[src/rtl/bin_to_seg7_display_if.sv]
// Value/load strobe from the counter side plus status and segment/anode outputs.
// The master side drives the value and the load strobe; the slave side is the display stage.
interface bin_to_seg7_display_if #(
  parameter int unsigned N      = 8,
  parameter int unsigned DIGITS = 4
);
  logic [N-1:0]      value;
  logic              load;
  logic              busy;
  logic              bcd_vld;
  logic [6:0]        seg;
  logic [DIGITS-1:0] an;

  modport master (
    output value,
    output load,
    input  busy,
    input  bcd_vld,
    input  seg,
    input  an
  );

  modport slave (
    input  value,
    input  load,
    output busy,
    output bcd_vld,
    output seg,
    output an
  );
endinterface

[src/rtl/bin_to_seg7_display.sv]
// bin_to_seg7_display: sequential double-dabble binary-to-BCD converter feeding a
// time-multiplexed, active-low 7-segment bank.
// Build option: define BIN_TO_SEG7_BLANK_LZ_EN to blank leading zero digits
// (digit 0 always shown). Overflow dashes win over blanking in both builds.
module bin_to_seg7_display #(
  parameter int unsigned N           = 8,
  parameter int unsigned DIGITS      = 4,
  parameter int unsigned REFRESH_DIV = 50000
) (
  input  logic                  sysclk,
  input  logic                  reset_n,
  input  logic                  sys_clr,
  bin_to_seg7_display_if.slave  bus
);

  // Decimal digits needed to hold the largest N-bit value (N up to 63).
  function automatic int unsigned dec_digits(input int unsigned bits);
    longint unsigned m;
    int unsigned     d;
    m = (64'd1 << bits) - 64'd1;
    d = 1;
    for (int i = 0; i < 20; i++) begin
      if (m >= 64'd10) begin
        m = m / 64'd10;
        d = d + 1;
      end
    end
    return d;
  endfunction

  // Active-low {g,f,e,d,c,b,a}; codes 10..15 cannot reach here.
  function automatic logic [6:0] dec7(input logic [3:0] d);
    logic [6:0] s;
    case (d)
      4'd0:    s = 7'b1000000;
      4'd1:    s = 7'b1111001;
      4'd2:    s = 7'b0100100;
      4'd3:    s = 7'b0110000;
      4'd4:    s = 7'b0011001;
      4'd5:    s = 7'b0010010;
      4'd6:    s = 7'b0000010;
      4'd7:    s = 7'b1111000;
      4'd8:    s = 7'b0000000;
      4'd9:    s = 7'b0010000;
      default: s = 7'b1111111;
    endcase
    return s;
  endfunction

  localparam int unsigned NeedDigits = dec_digits(N);
  // Accumulator is wide enough for the full value so overflow can be detected.
  localparam int unsigned AccDigits  = (NeedDigits > DIGITS) ? NeedDigits : DIGITS;
  localparam int unsigned AccW       = 4 * AccDigits;
  localparam int unsigned DispW      = 4 * DIGITS;
  localparam int unsigned CntW       = $clog2(N + 1);
  localparam int unsigned IdxW       = (DIGITS > 1) ? $clog2(DIGITS) : 1;
  localparam int unsigned PreW       = $clog2(REFRESH_DIV);

  localparam logic [6:0] SegDark = 7'b1111111;
  localparam logic [6:0] SegDash = 7'b0111111;

  typedef enum logic [1:0] {
    StIdle,
    StShift,
    StDone
  } state_e;

  state_e            state_q, state_d;
  logic [N-1:0]      bin_q, bin_d;
  logic [AccW-1:0]   acc_q, acc_d;
  logic [CntW-1:0]   cnt_q, cnt_d;
  logic              pending_q, pending_d;
  logic [N-1:0]      pend_val_q, pend_val_d;
  logic              bcd_vld_q, bcd_vld_d;
  logic [DispW-1:0]  disp_q, disp_d;
  logic              disp_ovf_q, disp_ovf_d;

  logic [PreW-1:0]   pre_q, pre_d;
  logic [IdxW-1:0]   idx_q, idx_d;
  logic [DIGITS-1:0] an_q, an_d;
  logic [6:0]        seg_q, seg_d;

  logic [AccW-1:0]   acc_adj;
  logic              acc_ovf;
  logic [3:0]        cur_nib;
  logic [6:0]        digit_seg;

  // Add-3 correction on every BCD nibble that is 5 or more, ahead of the shift.
  always_comb begin
    acc_adj = acc_q;
    for (int i = 0; i < int'(AccDigits); i++) begin
      if (acc_q[4*i +: 4] >= 4'd5) begin
        acc_adj[4*i +: 4] = acc_q[4*i +: 4] + 4'd3;
      end
    end
  end

  // Any non-zero nibble above the displayed digits means the value does not fit.
  always_comb begin
    acc_ovf = 1'b0;
    for (int i = int'(DIGITS); i < int'(AccDigits); i++) begin
      acc_ovf = acc_ovf | (acc_q[4*i +: 4] != 4'd0);
    end
  end

  // Conversion FSM next-state: capture, N shift steps, publish; queue loads seen while busy.
  always_comb begin
    state_d    = state_q;
    bin_d      = bin_q;
    acc_d      = acc_q;
    cnt_d      = cnt_q;
    pending_d  = pending_q;
    pend_val_d = pend_val_q;
    bcd_vld_d  = 1'b0;
    disp_d     = disp_q;
    disp_ovf_d = disp_ovf_q;

    unique case (state_q)
      StIdle: begin
        if (bus.load) begin
          bin_d   = bus.value;
          acc_d   = '0;
          cnt_d   = '0;
          state_d = StShift;
        end
      end
      StShift: begin
        {acc_d, bin_d} = {acc_adj, bin_q} << 1;
        cnt_d          = cnt_q + 1'b1;
        if (cnt_q == CntW'(N - 1)) begin
          state_d = StDone;
        end
        // Last load while busy wins.
        if (bus.load) begin
          pending_d  = 1'b1;
          pend_val_d = bus.value;
        end
      end
      StDone: begin
        disp_d     = acc_q[DispW-1:0];
        disp_ovf_d = acc_ovf;
        bcd_vld_d  = 1'b1;
        // A load on the DONE edge is newer than any queued value.
        if (bus.load || pending_q) begin
          bin_d     = bus.load ? bus.value : pend_val_q;
          acc_d     = '0;
          cnt_d     = '0;
          pending_d = 1'b0;
          state_d   = StShift;
        end else begin
          state_d = StIdle;
        end
      end
      default: state_d = StIdle;
    endcase

    if (sys_clr) begin
      state_d    = StIdle;
      bin_d      = '0;
      acc_d      = '0;
      cnt_d      = '0;
      pending_d  = 1'b0;
      pend_val_d = '0;
      bcd_vld_d  = 1'b0;
      disp_d     = '0;
      disp_ovf_d = 1'b0;
    end
  end

  // Conversion state registers.
  always_ff @(posedge sysclk or negedge reset_n) begin
    if (!reset_n) begin
      state_q    <= StIdle;
      bin_q      <= '0;
      acc_q      <= '0;
      cnt_q      <= '0;
      pending_q  <= 1'b0;
      pend_val_q <= '0;
      bcd_vld_q  <= 1'b0;
      disp_q     <= '0;
      disp_ovf_q <= 1'b0;
    end else begin
      state_q    <= state_d;
      bin_q      <= bin_d;
      acc_q      <= acc_d;
      cnt_q      <= cnt_d;
      pending_q  <= pending_d;
      pend_val_q <= pend_val_d;
      bcd_vld_q  <= bcd_vld_d;
      disp_q     <= disp_d;
      disp_ovf_q <= disp_ovf_d;
    end
  end

  assign cur_nib = disp_q[{idx_q, 2'b00} +: 4];

`ifdef BIN_TO_SEG7_BLANK_LZ_EN
  logic [IdxW-1:0] msd;

  // Segment pattern for the digit about to be lit, blanking zeros above the top digit.
  always_comb begin
    msd = '0;
    for (int i = 0; i < int'(DIGITS); i++) begin
      if (disp_q[4*i +: 4] != 4'd0) begin
        msd = IdxW'(i);
      end
    end
    if (disp_ovf_q) begin
      digit_seg = SegDash;
    end else if (idx_q > msd) begin
      digit_seg = SegDark;
    end else begin
      digit_seg = dec7(cur_nib);
    end
  end
`else
  // Segment pattern for the digit about to be lit, zero-padded.
  always_comb begin
    if (disp_ovf_q) begin
      digit_seg = SegDash;
    end else begin
      digit_seg = dec7(cur_nib);
    end
  end
`endif

  // Scan next-state: idx_q names the digit lit at the next prescaler wrap.
  always_comb begin
    pre_d = pre_q + 1'b1;
    idx_d = idx_q;
    an_d  = an_q;
    seg_d = seg_q;
    if (pre_q == PreW'(REFRESH_DIV - 1)) begin
      pre_d = '0;
      idx_d = (idx_q == IdxW'(DIGITS - 1)) ? '0 : idx_q + 1'b1;
      an_d  = ~(DIGITS'(1) << idx_q);
      seg_d = digit_seg;
    end
    if (sys_clr) begin
      pre_d = '0;
      idx_d = '0;
      an_d  = '1;
      seg_d = SegDark;
    end
  end

  // Scan registers; never stalled by conversion.
  always_ff @(posedge sysclk or negedge reset_n) begin
    if (!reset_n) begin
      pre_q <= '0;
      idx_q <= '0;
      an_q  <= '1;
      seg_q <= SegDark;
    end else begin
      pre_q <= pre_d;
      idx_q <= idx_d;
      an_q  <= an_d;
      seg_q <= seg_d;
    end
  end

  assign bus.busy    = (state_q != StIdle);
  assign bus.bcd_vld = bcd_vld_q;
  assign bus.seg     = seg_q;
  assign bus.an      = an_q;

endmodule

[src/flat_wrapper.sv]
// flat-port wrapper written by rule: the top's interface ports become plain ports
module bin_to_seg7_display_flat 
#(
  parameter int unsigned N           = 8,
  parameter int unsigned DIGITS      = 4,
  parameter int unsigned REFRESH_DIV = 50000
)
  (sysclk, reset_n, sys_clr, bus_value, bus_load, bus_busy, bus_bcd_vld, bus_seg, bus_an);
  bin_to_seg7_display_if #(.N(N), .DIGITS(DIGITS)) bus_i ();
  input  logic sysclk;
  input  logic reset_n;
  input  logic sys_clr;
  input wire logic [$bits(bus_i.value)-1:0] bus_value;
  input wire logic [$bits(bus_i.load)-1:0] bus_load;
  output wire logic [$bits(bus_i.busy)-1:0] bus_busy;
  output wire logic [$bits(bus_i.bcd_vld)-1:0] bus_bcd_vld;
  output wire logic [$bits(bus_i.seg)-1:0] bus_seg;
  output wire logic [$bits(bus_i.an)-1:0] bus_an;
  assign bus_i.value = bus_value;
  assign bus_i.load = bus_load;
  assign bus_busy = bus_i.busy;
  assign bus_bcd_vld = bus_i.bcd_vld;
  assign bus_seg = bus_i.seg;
  assign bus_an = bus_i.an;
  bin_to_seg7_display #(.N(N), .DIGITS(DIGITS), .REFRESH_DIV(REFRESH_DIV)) u_core (.sysclk(sysclk), .reset_n(reset_n), .sys_clr(sys_clr), .bus(bus_i));
endmodule
[config.mk]
export PLATFORM = sky130hd
export DESIGN_NAME = bin_to_seg7_display_flat
export DESIGN_NICKNAME = d
export VERILOG_FILES = /design/src/rtl/bin_to_seg7_display_if.sv /design/src/rtl/bin_to_seg7_display.sv /design/src/flat_wrapper.sv
export SDC_FILE = /design/constraint.sdc
export NUM_CORES = 1
export LEC_CHECK = 0
export CORE_MARGIN = 1
export CORE_UTILIZATION = 40
export CTS_BUF_LIST = sky130_fd_sc_hd__clkbuf_4 sky130_fd_sc_hd__clkbuf_8
export CTS_CLUSTER_DIAMETER = 80
export CTS_CLUSTER_SIZE = 24
export DETAILED_ROUTE_END_ITERATION = 10
export SKIP_CTS_REPAIR_TIMING = 1
export SLEW_MARGIN = 20
export SYNTH_ARGS = -nofsm -noshare
export SYNTH_HDL_FRONTEND = slang
export SYNTH_SLANG_ARGS = --single-unit
[constraint.sdc]
create_clock -name sysclk -period 2.27 [get_ports sysclk]
set_input_delay 0.681 -clock sysclk [delete_from_list [all_inputs] [get_ports sysclk]]
set_output_delay 0.681 -clock sysclk [all_outputs]
set_load 0.005 [all_outputs]
==> impl_metrics.tcl, run 1 <==
set metrics [dict create \
    pre_cts_slack_ns -0.00149 \
    crit_type "register to primary output" \
    diodes 0 \
    globalplace.congestion 0.758 \
    initial_core_util_pct 41.3 \
    worst_slack_ns 0.162 \
    crit_start "u_core.bus.an[3]$_DFFE_PN1P_" \
    root_buffer "clkbuf_8" \
    drive_gt1_share_pct 14.5 \
    drt_wl_total_um 9190 \
    slew_headroom_pct 61.4 \
    cts_buffer_depth 2 \
    core_region_area_mm2 0.0109 \
    synth_most_common_cell "dfrtp_1" \
    yosysSeqAreaShare_pct 47.6 \
    die_w_um 108 \
    chipHeight_um 108 \
    grt_pass1_wl_um 15900 \
    io_buffers 24 \
    row_count 38 \
    htree_levels 3 \
    layoutNonFillerInstCount 637 \
    crit_path_max_incr_delay_ns 0.54 \
    place_inst 618 \
    timing.rr.start "u_core.idx_q[0]$_DFFE_PN0P_" \
    cp.arrival_ns 1.43 \
    dp_hpwl_um 6420 \
    worst_hold_path_type "input port to asynchronous set/reset pin" \
    path_max_fanout 2 \
    viasPerCell 5.19 \
    drtAntennaViolNets 0 \
    async_flop_share_pct 100 \
    p_leak_nw 2.23 \
    synth.ff_latch_count 85 \
    startpoint_type "register" \
    clock_skew_ns 0.00945 \
    dr.pass1.iters 4 \
    worst_path_max_delay_cell "dfstp_2" \
    rsz0062_at_grt "no" \
    critPathCaptureType "primary output" \
    drc_errors 0 \
    synth-main-ff-cell "dfrtp_1" \
    clkSlewWorstSetupHoldPaths_ns 0.09 \
    grt_overflow_total 0 \
    ir_worst_vdd_uv 268 \
    boundaryPins 25 \
    setup_tns_ns 0 \
    synth_cell_types 48 \
    maxSlewViolCount 0 \
    grt_pass1_vias 3207 \
    wl_per_cell_um 14.4 \
    period_share_pct 92.9 \
    grt_use_total_pct 17.9 \
    numClockSinks 85 \
    numCtsBuffers 9 \
    hold_viol 0 \
    fmax_mhz 474 \
    n_fill_cell 1020 \
    synth_edf_count 0 \
    final_nets 527 \
    syn-instance-count 456 \
    drtIter0Drc 181 \
    avgSynthCellArea_um2 9.86 \
    grt_max_degree 52 \
    finalSetupViolCount 0 \
    power_density_mw_per_mm2 579 \
    synthTopCellsByCount "dfrtp_1, nor2_1, nand2_1, o21ai_0, a21oi_1" \
    vias 3306 \
    yosysWarningCount 0 \
    worstSkewPairLatency_ns 0.37 \
    max-cap-violations 0 \
    synth_area_mm2 0.00449 \
    synth_area_leaders "dfrtp_1, dfstp_2, ha_1, nor2_1, o21ai_0" \
    critPathRequiredTime_ns 1.59 \
    path_delay_family "flip-flops" \
    critPathBufInv 1 \
    antenna_found_initial 0 \
    syn_nets 491 \
    tritoncts "done" \
    areaGrowthSynthToFinish_pct 15.9 \
    yosysTopAreaCell "dfrtp_1" \
    path_cells "clkdlybuf4s50_1" \
    tightestPinTransition_ns 0.575 \
    synth_top_cell_area_share_pct 41.2 \
    dieArea_mm2 0.0117 \
    timing.final.crit_period_ns 2.11 \
    status "complete, no violations" \
]
## where the power goes
part	switching, mW	internal [mW]	total (mW)
combinational	0.199	0.136	0.335
sequential	0.0268	1.56	1.58
clock	0.584	0.511	1.10
## registers in the layout, summed over array words and instances, names as in the netlist
name,count
u_core.acc_q,16
u_core.bin_q,8
u_core.bus.an,4
u_core.bus.bcd_vld,1
u_core.bus.seg,7
u_core.cnt_q,4
u_core.disp_q,16
u_core.idx_q,2
u_core.pend_val_q,8
u_core.pending_q,1
u_core.pre_q,16
u_core.state_q,2
## layout make-up
type	count	area (um^2)	share of cell area, %
well taps	140	175	3.36
inverters	18	67.6	1.30
multi-input cells	329	2160	41.5
clock buffers	9	124	2.38
clock inverters	7	75.1	1.44
repair buffers	49	465	8.93
flip-flops and latches	85	2140	41.1
## metrics by stage
stage / instance area, um^2 / util (%) / total power, mW / hold slack, ns
2_1_floorplan: 4490 / - / 1.80 / 0.385
3_3_place_gp: 4980 / 45.8 / 1.93 / 0.468
3_5_place_dp: 4980 / 45.8 / 1.94 / 0.472
4_1_cts: 5180 / 47.6 / 3.05 / 0.181
5_1_grt: 5210 / 47.9 / 3.18 / 0.185
6_report: 5210 / 47.9 / 3.01 / 0.185
## cells in the final DEF, fill, tap and decap left out, types with 5 or more instances in the layout
cell and instances:
nor2b_1 5, inv_1 16, nand2_1 46, nor2_1 54, o21ai_0 35, dfrtp_1 74, xnor2_1 11, clkbuf_8 9
a21oi_1 29, o21ai_1 5, nand3_1 15, a22o_1 8, clkdlybuf4s50_1 22, mux2i_1 17, buf_4 23, a21o_1 5
mux2_2 8, a22oi_1 7, nand2b_1 9, dfstp_2 11, xor2_1 7, ha_1 22, and3_1 5
## cells by family (layout without fill, tap and decap cells)
family,after synthesis,in the layout,share of synthesized area (%)
XOR/XNOR,18,18,3.51
AND/OR/NAND/NOR,155,155,16.0
adder cells (fa/ha/maj),23,23,6.40
flip-flops,85,85,47.6
buffers and inverters,42,83,4.32
multiplexers,29,29,7.88
AO/OA/AOI/OAI,104,104,14.3
## per-layer routing
layer | up-vias | routed length [um] | GRT usage (%) | share of wire (%)
met5 | - | 0 | 0 | 0
met4 | 0 | 191 | 8.51 | 2.1
met3 | 11 | 245 | 3.07 | 2.7
met2 | 44 | 4070 | 26.2 | 44
met1 | 1613 | 4670 | 25.6 | 51
li1 | 1638 | - | - | -
## path summary, 6_finish.rpt
path / to / slack (ns) / depth (start not counted)
hold / removal: u_core.bin_q[4]$_DFFE_PN0P_ / 0.18 / 1
setup reg to reg: u_core.bus.seg[4]$_DFFE_PN1P_ / 0.27 / 7
max in group asynchronous: u_core.bus.seg[0]$_DFFE_PN1P_ / 1.48 / 2
setup / recovery: bus_an[3] / 0.16 / 1
hold reg to reg: u_core.pre_q[0]$_DFF_PN0_ / 0.49 / 1
min in group sysclk: u_core.pre_q[0]$_DFF_PN0_ / 0.49 / 1
No activity file was read; power rests on OpenSTA's default activity.
==> run 2, diff against run 1 <==
--- a/config.mk
+++ b/config.mk
@@ -5,7 +5,6 @@
 export SDC_FILE = /design/constraint.sdc
 export NUM_CORES = 1
 export LEC_CHECK = 0
-export CORE_MARGIN = 1
 export CORE_UTILIZATION = 40
 export CTS_BUF_LIST = sky130_fd_sc_hd__clkbuf_4 sky130_fd_sc_hd__clkbuf_8
 export CTS_CLUSTER_DIAMETER = 80
==> results of run 2 <==
The final DEF is identical to that of run 1; final timing and power are the same.
==> run 3, diff against run 2 <==
--- a/config.mk
+++ b/config.mk
@@ -10,6 +10,7 @@
 export CTS_CLUSTER_DIAMETER = 80
 export CTS_CLUSTER_SIZE = 24
 export DETAILED_ROUTE_END_ITERATION = 10
+export PLACE_DENSITY = 0.54
 export SKIP_CTS_REPAIR_TIMING = 1
 export SLEW_MARGIN = 20
 export SYNTH_ARGS = -nofsm -noshare
==> constraint.sdc (replaced) <==
create_clock -name sysclk -period 2 [get_ports sysclk]
set_input_delay 0.6 -clock sysclk [delete_from_list [all_inputs] [get_ports sysclk]]
set_output_delay 0.6 -clock sysclk [all_outputs]
set_load 0.005 [all_outputs]
==> run 3 against run 2 <==
  * Setup slack worse by 0.053 ns
  * Hold slack about the same
  * Power is 17% higher
  * Register-to-register slack got worse by 0.16 ns
  * Wire length rose by 5.5%
  * Non-clock buffer count is 17 higher
  * Combinational power up 27%
  * Utilization increased by 1.7 points
  * Clock skew decreased by 0.0038 ns
  * Clock power is 19% higher
==> impl_metrics.tcl, run 3 (same netlist as run 1, synthesis figures left out) <==
set metrics [dict create \
    pwr-share-clk_pct 37.1 \
    timing.final.crit_period_ns 1.89 \
    numClockSinks 85 \
    critPathCaptureType "register" \
    row_count 38 \
    top_regs "u_core.acc_q: 16 flops, u_core.disp_q: 16 flops, u_core.pre_q: 16 flops" \
    htree_levels 3 \
    fmax_mhz 529 \
    critPathRequiredTime_ns 2.24 \
    worst_hold_path_type "input port to asynchronous set/reset pin" \
    grt_pass1_vias 3379 \
    hold_viol 0 \
    startpoint_type "register" \
    dp_hpwl_um 7080 \
    initial_core_util_pct 41.3 \
    grt_pass1_wl_um 16800 \
    setup_tns_ns 0 \
    diodes 0 \
    cts_buffer_depth 2 \
    die_w_um 108 \
    p_leak_nw 2.33 \
    antenna_found_initial 0 \
    n_fill_cell 1030 \
    final_cell_mix "dfrtp_1, nor2_1, nand2_1, buf_4, o21ai_0" \
    drt_wl_total_um 9690 \
    wl_per_cell_um 14.8 \
    max-cap-violations 0 \
    clock_skew_ns 0.00565 \
    viasPerCell 5.12 \
    mostFrequentLayoutCell "dfrtp_1" \
    drtAntennaViolNets 0 \
    period_share_pct 94.6 \
    cp.arrival_ns 2.13 \
    io_buffers 24 \
    dieArea_mm2 0.0117 \
    numCtsBuffers 9 \
    boundaryPins 25 \
    grt_overflow_total 0 \
    worstSkewPairLatency_ns 0.35 \
    tritoncts "done" \
    p_switching_mw 0.886 \
    grt_use_total_pct 18.4 \
    final_nets 544 \
    grt_max_degree 31 \
    p_int_mw 2.65 \
    maxSlewViolCount 0 \
    ir_worst_vdd_uv 266 \
    tightestPinTransition_ns 0.592 \
    status "complete, no violations" \
    finalSetupViolCount 0 \
    root_buffer "clkbuf_8" \
    globalplace.congestion 0.782 \
    drtIter0Drc 146 \
    layoutNonFillerInstCount 654 \
    crit_type "register to register" \
    core_region_area_mm2 0.0109 \
    rsz0062_at_grt "no" \
    dr.pass1.iters 4 \
    place_inst 633 \
    vias 3348 \
    chipHeight_um 108 \
    comb_power_share_pct 12.1 \
    areaGrowthSynthToFinish_pct 20.1 \
    pwr-share-seq_pct 50.9 \
    path_max_fanout 19 \
    drive_gt1_share_pct 18.1 \
    swShare_pct 25.1 \
    clkSlewWorstSetupHoldPaths_ns 0.08 \
    power_density_mw_per_mm2 655 \
    slew_headroom_pct 60.3 \
    drc_errors 0 \
]
## run 3: area by class of cell
cell class | count | area, um^2 | area share, %
tap | 140 | 175 | 3.25
multi-input combinational | 329 | 2170 | 40.3
sequential | 85 | 2140 | 39.7
clock inverter | 3 | 42.5 | 0.788
inverter | 18 | 67.6 | 1.25
clock buffer | 13 | 173 | 3.20
timing repair buffer | 66 | 624 | 11.6
## run 3: worst max-delay path, stage by stage (launching register included)
cell	delay [ns]
dfrtp_1	0.41
buf_4	0.14
ha_1	0.20
buf_4	0.21
inv_1	0.10
nor2_1	0.05
and2_0	0.14
buf_4	0.17
a21o_1	0.16
a32o_1	0.20
## run 3: metal layers
layer	vias up	global-route usage [%]	routed length, um
li1	1679	-	-
met1	1632	26.0	4970
met4	0	6.75	125
met5	-	0	0
met3	10	2.53	207
met2	27	28.8	4380
## run 3: through the flow
step	power [mW]	cell area [um^2]	hold WS [ns]	util, %	setup slack [ns]
floorplan	2.04	4490	0.304	-	0.0407
global placement	2.24	5090	0.472	46.8	-0.158
detailed placement	2.24	5090	0.473	46.8	-0.210
CTS	3.57	5310	0.183	48.7	-0.292
global route	3.71	5400	0.190	49.6	0.00644
finish	3.54	5400	0.185	49.6	0.109
## run 3: power groups by stage
| stage | combinational, mW | clock, mW | sequential [mW] |
|---|---|---|---|
| 2_1_floorplan | 0.214 | 0 | 1.82 |
| 3_3_place_gp | 0.404 | 0 | 1.83 |
| 3_5_place_dp | 0.412 | 0 | 1.83 |
| 4_1_cts | 0.412 | 1.36 | 1.80 |
| 5_1_grt | 0.481 | 1.42 | 1.81 |
| 6_report | 0.426 | 1.31 | 1.80 |
## run 3: final timing paths
| check | start | endpoint | slack (ns) | depth (start not counted) |
|---|---|---|---|---|
| worst max-delay path | u_core.state_q[0]$_DFFE_PN0P_ | u_core.acc_q[11]$_DFFE_PN0P_ | 0.11 | 9 |
| worst min-delay path | reset_n | u_core.bin_q[5]$_DFFE_PN0P_ | 0.18 | 1 |
| worst max register to register | u_core.state_q[0]$_DFFE_PN0P_ | u_core.acc_q[11]$_DFFE_PN0P_ | 0.11 | 9 |
| worst min register to register | u_core.bin_q[2]$_DFFE_PN0P_ | u_core.bin_q[2]$_DFFE_PN0P_ | 0.49 | 2 |
| max in group asynchronous | reset_n | u_core.bus.an[2]$_DFFE_PN1P_ | 1.27 | 2 |
| min in group sysclk | u_core.bin_q[2]$_DFFE_PN0P_ | u_core.bin_q[2]$_DFFE_PN0P_ | 0.49 | 2 |
